--- config.mk ---
export PLATFORM = sky130hd
export DESIGN_NAME = multicycle_ctrl
export DESIGN_NICKNAME = d
export VERILOG_FILES = /design/src/rtl/multicycle_ctrl.sv
export SDC_FILE = /design/constraint.sdc
export NUM_CORES = 1
export LEC_CHECK = 0
export CORE_UTILIZATION = 35
export CTS_CLUSTER_DIAMETER = 150
export DETAILED_ROUTE_END_ITERATION = 8
export PLACE_DENSITY = 0.75
export SYNTH_ARGS = -nofsm -noshare
export SYNTH_HDL_FRONTEND = slang
export SYNTH_SLANG_ARGS = --single-unit
--- constraint.sdc ---
create_clock -name i_clk -period 1.6 [get_ports i_clk]
set_input_delay 0.4 -clock i_clk [delete_from_list [all_inputs] [get_ports i_clk]]
set_output_delay 0.4 -clock i_clk [all_outputs]
set_load 0.02 [all_outputs]
--- src/rtl/multicycle_ctrl.sv ---
// -----------------------------------------------------------------------------
// multicycle_ctrl
//   Moore control FSM for a multicycle RV32I-subset datapath (loads, stores,
//   R-type, I-type ALU, beq/bne, jal). It sequences fetch, decode, address
//   generation, memory wait states and write-back. It also decodes the
//   immediate format and the ALU operation.
//
// Ports
//   i_clk          clock, all state changes on the rising edge
//   i_rst_n        synchronous active-low reset
//   i_op           instr[6:0]
//   i_funct3       instr[14:12]
//   i_funct7b5     instr[30]
//   i_zero         ALU zero flag (branch decision)
//   i_mem_ready    memory access completes in the cycle this is high
//   o_pc_write     PC load enable
//   o_adr_src      memory address select (0 = PC, 1 = ALU result)
//   o_ir_write     instruction register load enable
//   o_reg_write    register file write enable
//   o_mem_write    data memory write enable
//   o_result_src   result mux select
//   o_alu_src_a    ALU operand A select
//   o_alu_src_b    ALU operand B select
//   o_imm_src      immediate format select
//   o_alu_control  ALU operation
//   o_illegal      one-cycle pulse in DECODE for an unsupported opcode
//   o_state        current state code (debug)
// -----------------------------------------------------------------------------
module multicycle_ctrl (
  input  logic       i_clk,
  input  logic       i_rst_n,
  input  logic [6:0] i_op,
  input  logic [2:0] i_funct3,
  input  logic       i_funct7b5,
  input  logic       i_zero,
  input  logic       i_mem_ready,
  output logic       o_pc_write,
  output logic       o_adr_src,
  output logic       o_ir_write,
  output logic       o_reg_write,
  output logic       o_mem_write,
  output logic [1:0] o_result_src,
  output logic [1:0] o_alu_src_a,
  output logic [1:0] o_alu_src_b,
  output logic [1:0] o_imm_src,
  output logic [2:0] o_alu_control,
  output logic       o_illegal,
  output logic [3:0] o_state
);

  localparam logic [6:0] OP_LOAD   = 7'b0000011;
  localparam logic [6:0] OP_STORE  = 7'b0100011;
  localparam logic [6:0] OP_RTYPE  = 7'b0110011;
  localparam logic [6:0] OP_ITYPE  = 7'b0010011;
  localparam logic [6:0] OP_BRANCH = 7'b1100011;
  localparam logic [6:0] OP_JAL    = 7'b1101111;

  typedef enum logic [3:0] {
    S_FETCH    = 4'd0,
    S_DECODE   = 4'd1,
    S_MEMADR   = 4'd2,
    S_MEMREAD  = 4'd3,
    S_MEMWB    = 4'd4,
    S_MEMWRITE = 4'd5,
    S_EXECR    = 4'd6,
    S_EXECI    = 4'd7,
    S_ALUWB    = 4'd8,
    S_BRANCH   = 4'd9,
    S_JAL      = 4'd10
  } state_t;

  state_t state_q;
  state_t state_d;

  logic       pc_write_raw;
  logic       ir_write_raw;
  logic       reg_write_raw;
  logic       mem_write_raw;
  logic       illegal_raw;
  logic [1:0] alu_op;

  // NOTE: sequential state uses non-blocking assignments so every register
  // samples the pre-edge values; blocking here would create order races.
  always_ff @(posedge i_clk) begin
    if (!i_rst_n) state_q <= S_FETCH;
    else          state_q <= state_d;
  end

  // Next-state logic.
  // NOTE: every signal written in a combinational block gets a default first;
  // a missing branch would otherwise infer a latch.
  always_comb begin
    state_d = state_q;
    unique case (state_q)
      S_FETCH:    if (i_mem_ready) state_d = S_DECODE;
      S_DECODE: begin
        case (i_op)
          OP_LOAD, OP_STORE: state_d = S_MEMADR;
          OP_RTYPE:          state_d = S_EXECR;
          OP_ITYPE:          state_d = S_EXECI;
          OP_BRANCH:         state_d = S_BRANCH;
          OP_JAL:            state_d = S_JAL;
          default:           state_d = S_FETCH;
        endcase
      end
      // The instruction register holds the opcode, so i_op is still valid here.
      S_MEMADR:   state_d = (i_op == OP_STORE) ? S_MEMWRITE : S_MEMREAD;
      S_MEMREAD:  if (i_mem_ready) state_d = S_MEMWB;
      S_MEMWRITE: if (i_mem_ready) state_d = S_FETCH;
      S_MEMWB:    state_d = S_FETCH;
      S_EXECR:    state_d = S_ALUWB;
      S_EXECI:    state_d = S_ALUWB;
      S_ALUWB:    state_d = S_FETCH;
      S_BRANCH:   state_d = S_FETCH;
      S_JAL:      state_d = S_ALUWB;
      default:    state_d = S_FETCH;
    endcase
  end

  // Per-state control outputs (Moore, except the handshake/flag qualified
  // enables in FETCH and BRANCH).
  always_comb begin
    pc_write_raw  = 1'b0;
    ir_write_raw  = 1'b0;
    reg_write_raw = 1'b0;
    mem_write_raw = 1'b0;
    illegal_raw   = 1'b0;
    o_adr_src     = 1'b0;
    o_result_src  = 2'b00;
    o_alu_src_a   = 2'b00;
    o_alu_src_b   = 2'b00;
    alu_op        = 2'b00;
    unique case (state_q)
      S_FETCH: begin
        o_alu_src_b  = 2'b10;
        o_result_src = 2'b10;
        ir_write_raw = i_mem_ready;
        pc_write_raw = i_mem_ready;
      end
      S_DECODE: begin
        o_alu_src_a = 2'b01;
        o_alu_src_b = 2'b01;
        illegal_raw = !(i_op inside {OP_LOAD, OP_STORE, OP_RTYPE,
                                     OP_ITYPE, OP_BRANCH, OP_JAL});
      end
      S_MEMADR: begin
        o_alu_src_a = 2'b10;
        o_alu_src_b = 2'b01;
      end
      S_MEMREAD: o_adr_src = 1'b1;
      S_MEMWRITE: begin
        o_adr_src     = 1'b1;
        mem_write_raw = 1'b1;
      end
      S_MEMWB: begin
        o_result_src  = 2'b01;
        reg_write_raw = 1'b1;
      end
      S_EXECR: begin
        o_alu_src_a = 2'b10;
        alu_op      = 2'b10;
      end
      S_EXECI: begin
        o_alu_src_a = 2'b10;
        o_alu_src_b = 2'b01;
        alu_op      = 2'b10;
      end
      S_ALUWB: reg_write_raw = 1'b1;
      S_BRANCH: begin
        o_alu_src_a  = 2'b10;
        alu_op       = 2'b01;
        pc_write_raw = ((i_funct3 == 3'b000) &&  i_zero) ||
                       ((i_funct3 == 3'b001) && !i_zero);
      end
      S_JAL: begin
        o_alu_src_a  = 2'b01;
        o_alu_src_b  = 2'b10;
        pc_write_raw = 1'b1;
      end
      default: ;
    endcase
  end

  // Immediate format depends only on the opcode, in every state.
  always_comb begin
    unique case (i_op)
      OP_STORE:  o_imm_src = 2'b01;
      OP_BRANCH: o_imm_src = 2'b10;
      OP_JAL:    o_imm_src = 2'b11;
      default:   o_imm_src = 2'b00;
    endcase
  end

  // ALU decoder. Only R-type (op[5] set) turns funct3=000 with funct7b5 into sub;
  // addi with a negative immediate must stay an add.
  always_comb begin
    o_alu_control = 3'b000;
    unique case (alu_op)
      2'b01: o_alu_control = 3'b001;
      2'b10: begin
        case (i_funct3)
          3'b000:  o_alu_control = (i_op[5] && i_funct7b5) ? 3'b001 : 3'b000;
          3'b010:  o_alu_control = 3'b101;
          3'b110:  o_alu_control = 3'b011;
          3'b111:  o_alu_control = 3'b010;
          default: o_alu_control = 3'b000;
        endcase
      end
      default: o_alu_control = 3'b000;
    endcase
  end

  // Side-effecting enables are suppressed while reset is held, whatever state
  // the register still shows during that cycle.
  assign o_pc_write  = pc_write_raw  & i_rst_n;
  assign o_ir_write  = ir_write_raw  & i_rst_n;
  assign o_reg_write = reg_write_raw & i_rst_n;
  assign o_mem_write = mem_write_raw & i_rst_n;
  assign o_illegal   = illegal_raw   & i_rst_n;
  assign o_state     = state_q;

endmodule

==> metrics.md, run 1 <==
| Metric | Value |
|---|---|
| Outcome | finished, violations left |
| Violated checks | setup timing |
| Sw power | 0.0002130 W |
| Sw Ratio | 38.94% |
| # DRC | 0 |
| Clk slew on worst S/H paths | 0.05 ns |
| Final setup violation count | 18 |
| Avg WL per Cell | 24.79 um |
| FF+latch count, synth | 4 |
| Clk_lat worst skew | 0.24 ns |
| Main synth FF type | dfxtp_1 |
| DRT Wirelength | 5.231 mm |
| Clock buffer depth | 2 |
| Tightest Hold Check Type | in2reg |
| Gate power share | 53.6% |
| CTS Buf Count | 3 |
| Number of synthesized flops with an enable pin | 0 |
| Internal power | 0.0003339 W |
| Final setup margin | -0.4214 ns |
| # nets final | 203 |
| WP data arrival | 1.62 ns |
| Setup TNS Final | -3.964 ns |
| Vias in the first global route | 1238 |
| Antenna-violating nets left | 0 |
| Clock Power Share | 27.5% |
| Die X | 46.50 um |
| Largest net degree at the start of global routing | 21 |
| Synthesized cell area | 693.2 um2 |
| Final Max Tran Viols | 0 |
| Synth unique cells | 40 |
| Slew of the pin with the lowest slew margin | 0.3893 ns |
| Die area | 0.002162 mm2 |
| Post-synthesis sequential area ratio | 11.55% |
| First-pass GRT wire length | 5.740 mm |
| Dominant cells by area after synthesis | dfxtp_1, nor3_1, a21oi_1, inv_1, nor2_1 |
| Fin crit period | 2.021 ns |
| Crit end category | primary output |
| CP Max Fanout | 3 |
| Port-buffer cells | 35 |
| Core box area | 0.001783 mm2 |
| DRT iter0 DRCs | 84 |
| Detailed Place HPWL | 2.150 mm |
| RSZ-0062 raised after global routing | yes |
| Startpoint types | flop |
| Setup Skew | 0.004869 ns |
| Syn Area/Cell | 6.539 um2 |
| Number of hold buffers added after cts | 0 |
| Drt pass-1 iters | 4 |
| Largest area contributor in the netlist | dfxtp_1 |
| Total power divided by cell area | 323.3 mW/mm2 |
| CTS Sinks | 4 |
| Path depth of the worst reg2reg path | 5 |
| Max FFs per register | 4 |
| Final Hold Vio Count | 0 |
| Hold Crit Endpoint | o_state[2] |
| Ports | 36 |
| Async SR Flop Fraction | 0% |
| Crit Reg-Reg Endpoint | o_state[2] |
| CTS tree | built |
| Syn Nets | 123 |
| Top cell family by delay on the critical path | simple AND/OR/NAND/NOR gates |
| Area of placed instances | 0.001451 mm2 |
| Total Routing Usage GR | 38.56% |
| Row count | 15 |
| Min-Delay Path Depth | 5 |
| Total grt overflow | 0 |
| CTS root buf | clkbuf_4 |
| H-tree depth | 1 |
| Critical Path RT | 1.20 ns |
| Initial core utilization | 38.88% |
| Internal reg-to-reg setup slack | 0.07 ns |
| Synth top area share | 11.55% |
| Hold Crit Start | i_op[4] |
| R2R Path Start | o_state[1] |
| Initial antenna violation count | 0 |
| Max IR drop VDD | 0.4923 mV |
| Vias/cell | 6.616 |
| Crit-path max cell delay | 0.36 ns |
| Layout cell share with drive strength beyond 1 | 63.24% |
| Vias after detailed routing | 1396 |
| Routability cong. | 0.8498 |
| Area growth syn-to-layout | 144.0% |
| Relative slew margins | 73.77% |
| Post-Layout Inst Area | 0.001692 mm2 |
| Yosys warnings | 0 |
| Cell-by-cell trace of the critical path | nor2b_4, and2_4, ha_4, inv_2, nand4_1, nor2_4, buf_6 |
| Setup Crit Path Kind | reg2out |
| Share of power burned in registers | 18.9% |
| Die Span Y | 46.50 um |
| CP bufs+invs | 2 |
| Fmax achieved | 494.7 MHz |
| Period utilisation layout | 126.3% |
| Cells after Synth | 106 |
| Leak | 0.7418 nW |
| MaxCap Viol Count | 0 |
| Slowest CP cell | dfxtp_4 |
==> logic make-up after synthesis <==
| group | Yosys count | share of synthesized area [%] |
|---|---|---|
| AOI/OAI and AO/OA | 25 | 25.63 |
| adders and majority gates | 2 | 3.610 |
| buffers and inverters | 18 | 12.27 |
| muxes | 1 | 1.624 |
| DFF | 4 | 11.55 |
| xor gates and xnor gates | 3 | 3.791 |
| and+or+nand+nor | 53 | 41.52 |
==> worst max path at each step <==
stage                  endpoint  cells past startpoint        start
2_1_floorplan        o_ir_write                      3   o_state[1]
3_3_place_gp         o_pc_write                      5  i_funct3[2]
3_5_place_dp         o_pc_write                      5  i_funct3[2]
4_1_cts        o_alu_control[2]                      7   o_state[1]
5_1_grt        o_alu_control[0]                      8   o_state[2]
6_report       o_alu_control[2]                      7   o_state[1]
==> metal layers <==
metal	GRT usage, %	part of all wire (%)	up-vias
met4	28.82	12	0
li1	-	-	547
met1	38.60	32	625
met3	6.667	10	78
met5	0	0	-
met2	69.44	46	146
==> power groups by stage <==
| stage | registers, W | logic (W) | clock network, W |
|---|---|---|---|
| finish | 0.000103 | 0.000293 | 0.000150 |
| global route | 0.000104 | 0.000301 | 0.000161 |
| CTS | 0.000102 | 0.000239 | 0.000144 |
| detailed placement | 0.000105 | 0.000231 | 0 |
| global placement | 0.000105 | 0.000225 | 0 |
| floorplan | 0.000106 | 0.0000911 | 0 |
==> through the flow <==
| stage | worst slack [ns] | util, % | hold slack (ns) | instances | total power [W] |
|---|---|---|---|---|---|
| 3_3_place_gp | -0.9388 | 81.40 | 0.7338 | 199 | 0.0003291 |
| 4_1_cts | -0.3206 | 87.72 | 0.6691 | 205 | 0.0004851 |
| 5_1_grt | -0.4463 | 94.74 | 0.7542 | 210 | 0.0005656 |
| 3_5_place_dp | -0.9860 | 81.40 | 0.7209 | 199 | 0.0003351 |
| 6_report | -0.4214 | 94.88 | 0.7363 | 211 | 0.0005469 |
| 2_1_floorplan | -0.1815 | - | 0.5238 | 106 | 0.0001967 |
==> Yosys cell counts (2+ instances only) <==
master    count
inv_1         9
ha_1          2
a21oi_1       7
a31oi_1       2
nand3_1       4
inv_2         2
o21ai_0       4
buf_2         5
nand4_1       2
nor2_1        9
nand2b_1      4
nor3_1        8
nor4_1        5
dfxtp_1       4
nand2_1       7
o21ai_1       2
a221oi_1      2
xnor2_1       2
nor2b_1       5
==> layout make-up <==
cell class,instances,area (um2)
Multi-Input combinational cell,84,780.7
Clock buffer,4,26.28
Fill cell,49,91.34
Tap cell,25,31.28
Antenna cell,1,2.502
Inverter,11,41.29
Timing Repair Buffer,82,714.4
Sequential cell,4,95.09
==> cells in the final DEF, fill, tap and decap left out, drive strengths merged, types with 5 or more instances in the layout <==
cell / instances
o21ai: 6
a21oi: 7
nor2: 9
nand2: 7
inv: 11
nor2b: 5
nor3: 9
buf: 69
nor4: 5
dlygate4sd2: 9
==> worst min-delay path, cell delays in order <==
cell and delay, ns:
buf_6 0.07, buf_4 0.10, a22o_1 0.12, a31oi_1 0.10
nor3_2 0.14
==> what timing repair did <==
action,in CTS,in global routing
gates resized for setup,146,29
endpoints found under the setup margin,23,21
setup buffers,2,5
pin swaps,13,7
Note: power is estimated with default switching activity, not from simulation.
==> run 2, diff against run 1 <==
--- a/config.mk
+++ b/config.mk
@@ -8,6 +8,7 @@
 export CORE_UTILIZATION = 35
 export CTS_CLUSTER_DIAMETER = 150
 export DETAILED_ROUTE_END_ITERATION = 8
+export GPL_ROUTABILITY_DRIVEN = 0
 export PLACE_DENSITY = 0.75
 export SYNTH_ARGS = -nofsm -noshare
 export SYNTH_HDL_FRONTEND = slang
==> results of run 2 <==
No change in the layout: final DEF, timing and power equal those of run 1.
==> run 3, diff against run 2 <==
--- a/config.mk
+++ b/config.mk
@@ -5,6 +5,7 @@
 export SDC_FILE = /design/constraint.sdc
 export NUM_CORES = 1
 export LEC_CHECK = 0
+export CORE_ASPECT_RATIO = 0.7
 export CORE_UTILIZATION = 35
 export CTS_CLUSTER_DIAMETER = 150
 export DETAILED_ROUTE_END_ITERATION = 8
==> metrics.md, run 3 <==
| Metric | Value |
|---|---|
| Number of hold buffers added after cts | 0 |
| Log Error | [ERROR DPL-0038] Utilization greater than 100%, impossible to legalize |
| Main synth FF type | dfxtp_1 |
| CTS Buf Count | 3 |
| Area of placed instances | 0.001410 mm2 |
| Die X | 55.19 um |
| FF+latch count, synth | 4 |
| CTS root buf | clkbuf_4 |
| Largest area contributor in the netlist | dfxtp_1 |
| Placed cells | 191 |
| Yosys warnings | 0 |
| Post-synthesis sequential area ratio | 11.55% |
| Port-buffer cells | 35 |
| Row count | 13 |
| Initial core utilization | 37.38% |
| Place WS | -0.9320 ns |
| Detailed Place HPWL | 2.119 mm |
| Outcome | did not finish |
| Syn Area/Cell | 6.539 um2 |
| Cells after Synth | 106 |
| Largest net degree at the start of global routing | 14 |
| Async SR Flop Fraction | 0% |
| Ports | 36 |
| Dominant cells by area after synthesis | dfxtp_1, nor3_1, a21oi_1, inv_1, nor2_1 |
| Synth unique cells | 40 |
| Clock buffer depth | 2 |
| Worst endpoint after global-route timing repair | o_alu_control[2] |
| Synth top cells by count | inv_1, nor2_1, nor3_1 |
| H-tree depth | 1 |
| Die Span Y | 39.24 um |
| CTS Sinks | 4 |
| Failed at | global routing |
| Syn Nets | 123 |
| Synthesized cell area | 693.2 um2 |
| Kind of the worst endpoint | top-level output |
| Number of synthesized flops with an enable pin | 0 |
| Synth top area share | 11.55% |
-- run 3: logic make-up after synthesis --
group / synth area share (%)
AO/OA/AOI/OAI: 25.63
XOR/XNOR: 3.791
adder cells (fa/ha/maj): 3.610
buffers and inverters: 12.27
flip-flops: 11.55
multiplexers: 1.624
AND/OR/NAND/NOR: 41.52
-- run 3: metrics by stage --
| stage | hold slack [ns] | utilization [%] |
|---|---|---|
| floorplan | 0.5238 | - |
| global placement | 0.7540 | 76.05 |
| detailed placement | 0.7514 | 76.05 |
| CTS | 0.5931 | 90.08 |
-- run 3: repair_timing --
action	4_1_cts
buffers inserted	8
gates resized for setup	174
cloned	1
hold endpoints to repair	0
pin swaps	15
setup endpoints to repair	23
==> run 4, diff against run 3 <==
==> config.mk (replaced) <==
export PLATFORM = sky130hd
export DESIGN_NAME = multicycle_ctrl
export DESIGN_NICKNAME = d
export VERILOG_FILES = /design/src/rtl/multicycle_ctrl.sv
export SDC_FILE = /design/constraint.sdc
export NUM_CORES = 1
export LEC_CHECK = 0
export CORE_AREA = 2 2 63 65
export DETAILED_ROUTE_END_ITERATION = 8
export DIE_AREA = 0 0 65 67
export GPL_ROUTABILITY_DRIVEN = 0
export PLACE_DENSITY_LB_ADDON = 0.15
export SYNTH_ARGS = -nofsm -noshare
export SYNTH_HDL_FRONTEND = slang
export SYNTH_SLANG_ARGS = --single-unit
==> constraint.sdc (replaced) <==
create_clock -name i_clk -period 2.1 [get_ports i_clk]
set_input_delay 0.525 -clock i_clk [delete_from_list [all_inputs] [get_ports i_clk]]
set_output_delay 0.525 -clock i_clk [all_outputs]
set_load 0.02 [all_outputs]
==> metrics.md, run 4 (synthesized netlist as in run 1, its figures left out) <==
| Metric | Value |
|---|---|
| Hold WS | 0.7397 ns |
| Fin crit period | 2.086 ns |
| Area of placed instances | 0.001351 mm2 |
| Clk_lat worst skew | 0.21 ns |
| First-pass GRT wire length | 4.084 mm |
| H-tree depth | 1 |
| Slew of the pin with the lowest slew margin | 0.3380 ns |
| CTS tree | built |
| Initial core utilization | 19.22% |
| Max IR drop VDD | 0.2232 mV |
| Clock buffer depth | 2 |
| Critical Path RT | 1.57 ns |
| Final setup violation count | 0 |
| Setup Skew | 0.001248 ns |
| Cell-by-cell trace of the critical path | nor2b_2, and2_4, buf_4, inv_2, ha_1, a31oi_1, nor2_1, buf_4 |
| Vias after detailed routing | 1019 |
| Commonest non-fill, non-tap cell in the layout | buf_4 |
| Final Max Tran Viols | 0 |
| Ports | 36 |
| Largest net degree at the start of global routing | 21 |
| Post-Layout Inst Area | 0.001444 mm2 |
| Final Hold Vio Count | 0 |
| Period utilisation layout | 99.31% |
| Die area | 0.004355 mm2 |
| Row count | 22 |
| Antenna-violating nets left | 0 |
| Startpoint types | flop |
| Core box area | 0.003606 mm2 |
| Outcome | completed |
| Total grt overflow | 0 |
| Die Span Y | 67 um |
| Vias/cell | 4.529 |
| CTS root buf | clkbuf_8 |
| Path depth of the worst reg2reg path | 6 |
| Avg WL per Cell | 11.56 um |
| Layout cell share with drive strength beyond 1 | 47.46% |
| Inserted Diodes | 0 |
| Initial antenna violation count | 0 |
| DRT Wirelength | 2.602 mm |
| Die X | 65 um |
| Max FFs per register | 4 |
| Setup Crit Path Kind | reg2out |
| Setup TNS Final | 0 ns |
| Number of hold buffers added after cts | 0 |
| Crit-path max cell delay | 0.35 ns |
| Drt pass-1 iters | 4 |
| Port-buffer cells | 35 |
| # DRC | 0 |
| Vias in the first global route | 956 |
| DRT iter0 DRCs | 10 |
| CTS Buf Count | 3 |
| Leak | 0.6711 nW |
| Relative slew margins | 77.26% |
| # nets final | 196 |
| MaxCap Viol Count | 0 |
| Clk slew on worst S/H paths | 0.03 ns |
| Area growth syn-to-layout | 108.3% |
| CP Max Fanout | 4 |
| Crit-path most repeated cell | buf_4 |
| Min-Delay Path Depth | 2 |
| Slowest CP cell | dfxtp_2 |
| Tightest Hold Check Type | reg2reg |
| Crit end category | primary output |
| WP data arrival | 1.56 ns |
| Most frequent cells in the layout | buf_4, dlygate4sd2_1, a21oi_1, inv_1, nand2_1 |
| Detailed Place HPWL | 2.136 mm |
| Total Routing Usage GR | 12.20% |
| Total power divided by cell area | 280.6 mW/mm2 |
| Fmax achieved | 479.5 MHz |
| CTS Sinks | 4 |
| RSZ-0062 raised after global routing | yes |
## run 4: worst max-delay path, delay by kind of cell (launching register included)
| kind | cells | cell delay (ns) |
|---|---|---|
| adder cells (fa/ha/maj) | 1 | 0.18 |
| buffers and inverters | 3 | 0.27 |
| flip-flops | 1 | 0.35 |
| AND/OR/NAND/NOR | 3 | 0.40 |
| AO/OA/AOI/OAI | 1 | 0.14 |
## run 4: power by group
part / internal, W / leakage [nW] / total (W) / switching (W)
registers: 0.0000768 / 0.0349 / 0.0000789 / 0.00000206
logic: 0.0000881 / 0.615 / 0.000167 / 0.0000794
clock network: 0.000122 / 0.0216 / 0.000159 / 0.0000369
total: 0.000287 / 0.671 / 0.000405 / 0.000118
## run 4: through the flow
| step | std cells | utilization [%] | setup slack, ns | total power (W) |
|---|---|---|---|---|
| 2_1_floorplan | 106 | - | -0.0004203 | 0.0001449 |
| 5_1_grt | 225 | 40.04 | -0.06457 | 0.0004291 |
| 3_3_place_gp | 219 | 37.47 | -0.7238 | 0.0002516 |
| 6_report | 225 | 40.04 | 0.01445 | 0.0004052 |
| 4_1_cts | 224 | 38.58 | -0.1711 | 0.0004087 |
| 3_5_place_dp | 219 | 37.47 | -0.7467 | 0.0002528 |
## run 4: final timing paths
| kind | startpoint | to | slack (ns) |
|---|---|---|---|
| setup / recovery | o_state[1] | o_alu_control[0] | 0.01 |
| hold / removal | o_state[1] | o_state[3] | 0.74 |
| hold reg to reg | o_state[1] | o_state[3] | 0.74 |
| setup reg to reg | o_state[3] | o_state[0] | 0.61 |
## run 4: per-layer routing
metal  vias up  track usage, %  part of all wire, %
met2        30           22.55                   52
met4         0           3.989                 0.85
met3         2           2.027                  5.6
li1        527               -                    -
met5         -               0                    0
met1       460           14.16                   42
## run 4: final cells by class
class / instances / area [um2]
clock buffers: 3 / 41.29
repair buffers: 75 / 596.8
inverters: 11 / 41.29
fillers: 396 / 2162
multi-input cells: 84 / 614.3
well taps: 48 / 60.06
flip-flops and latches: 4 / 90.09
## run 4: timing repair
item / 4_1_cts / 5_1_grt
buffers inserted: 2 / 1
pin swaps: 8 / 9
endpoints found under the setup margin: 17 / 12
resized for setup: 73 / 27
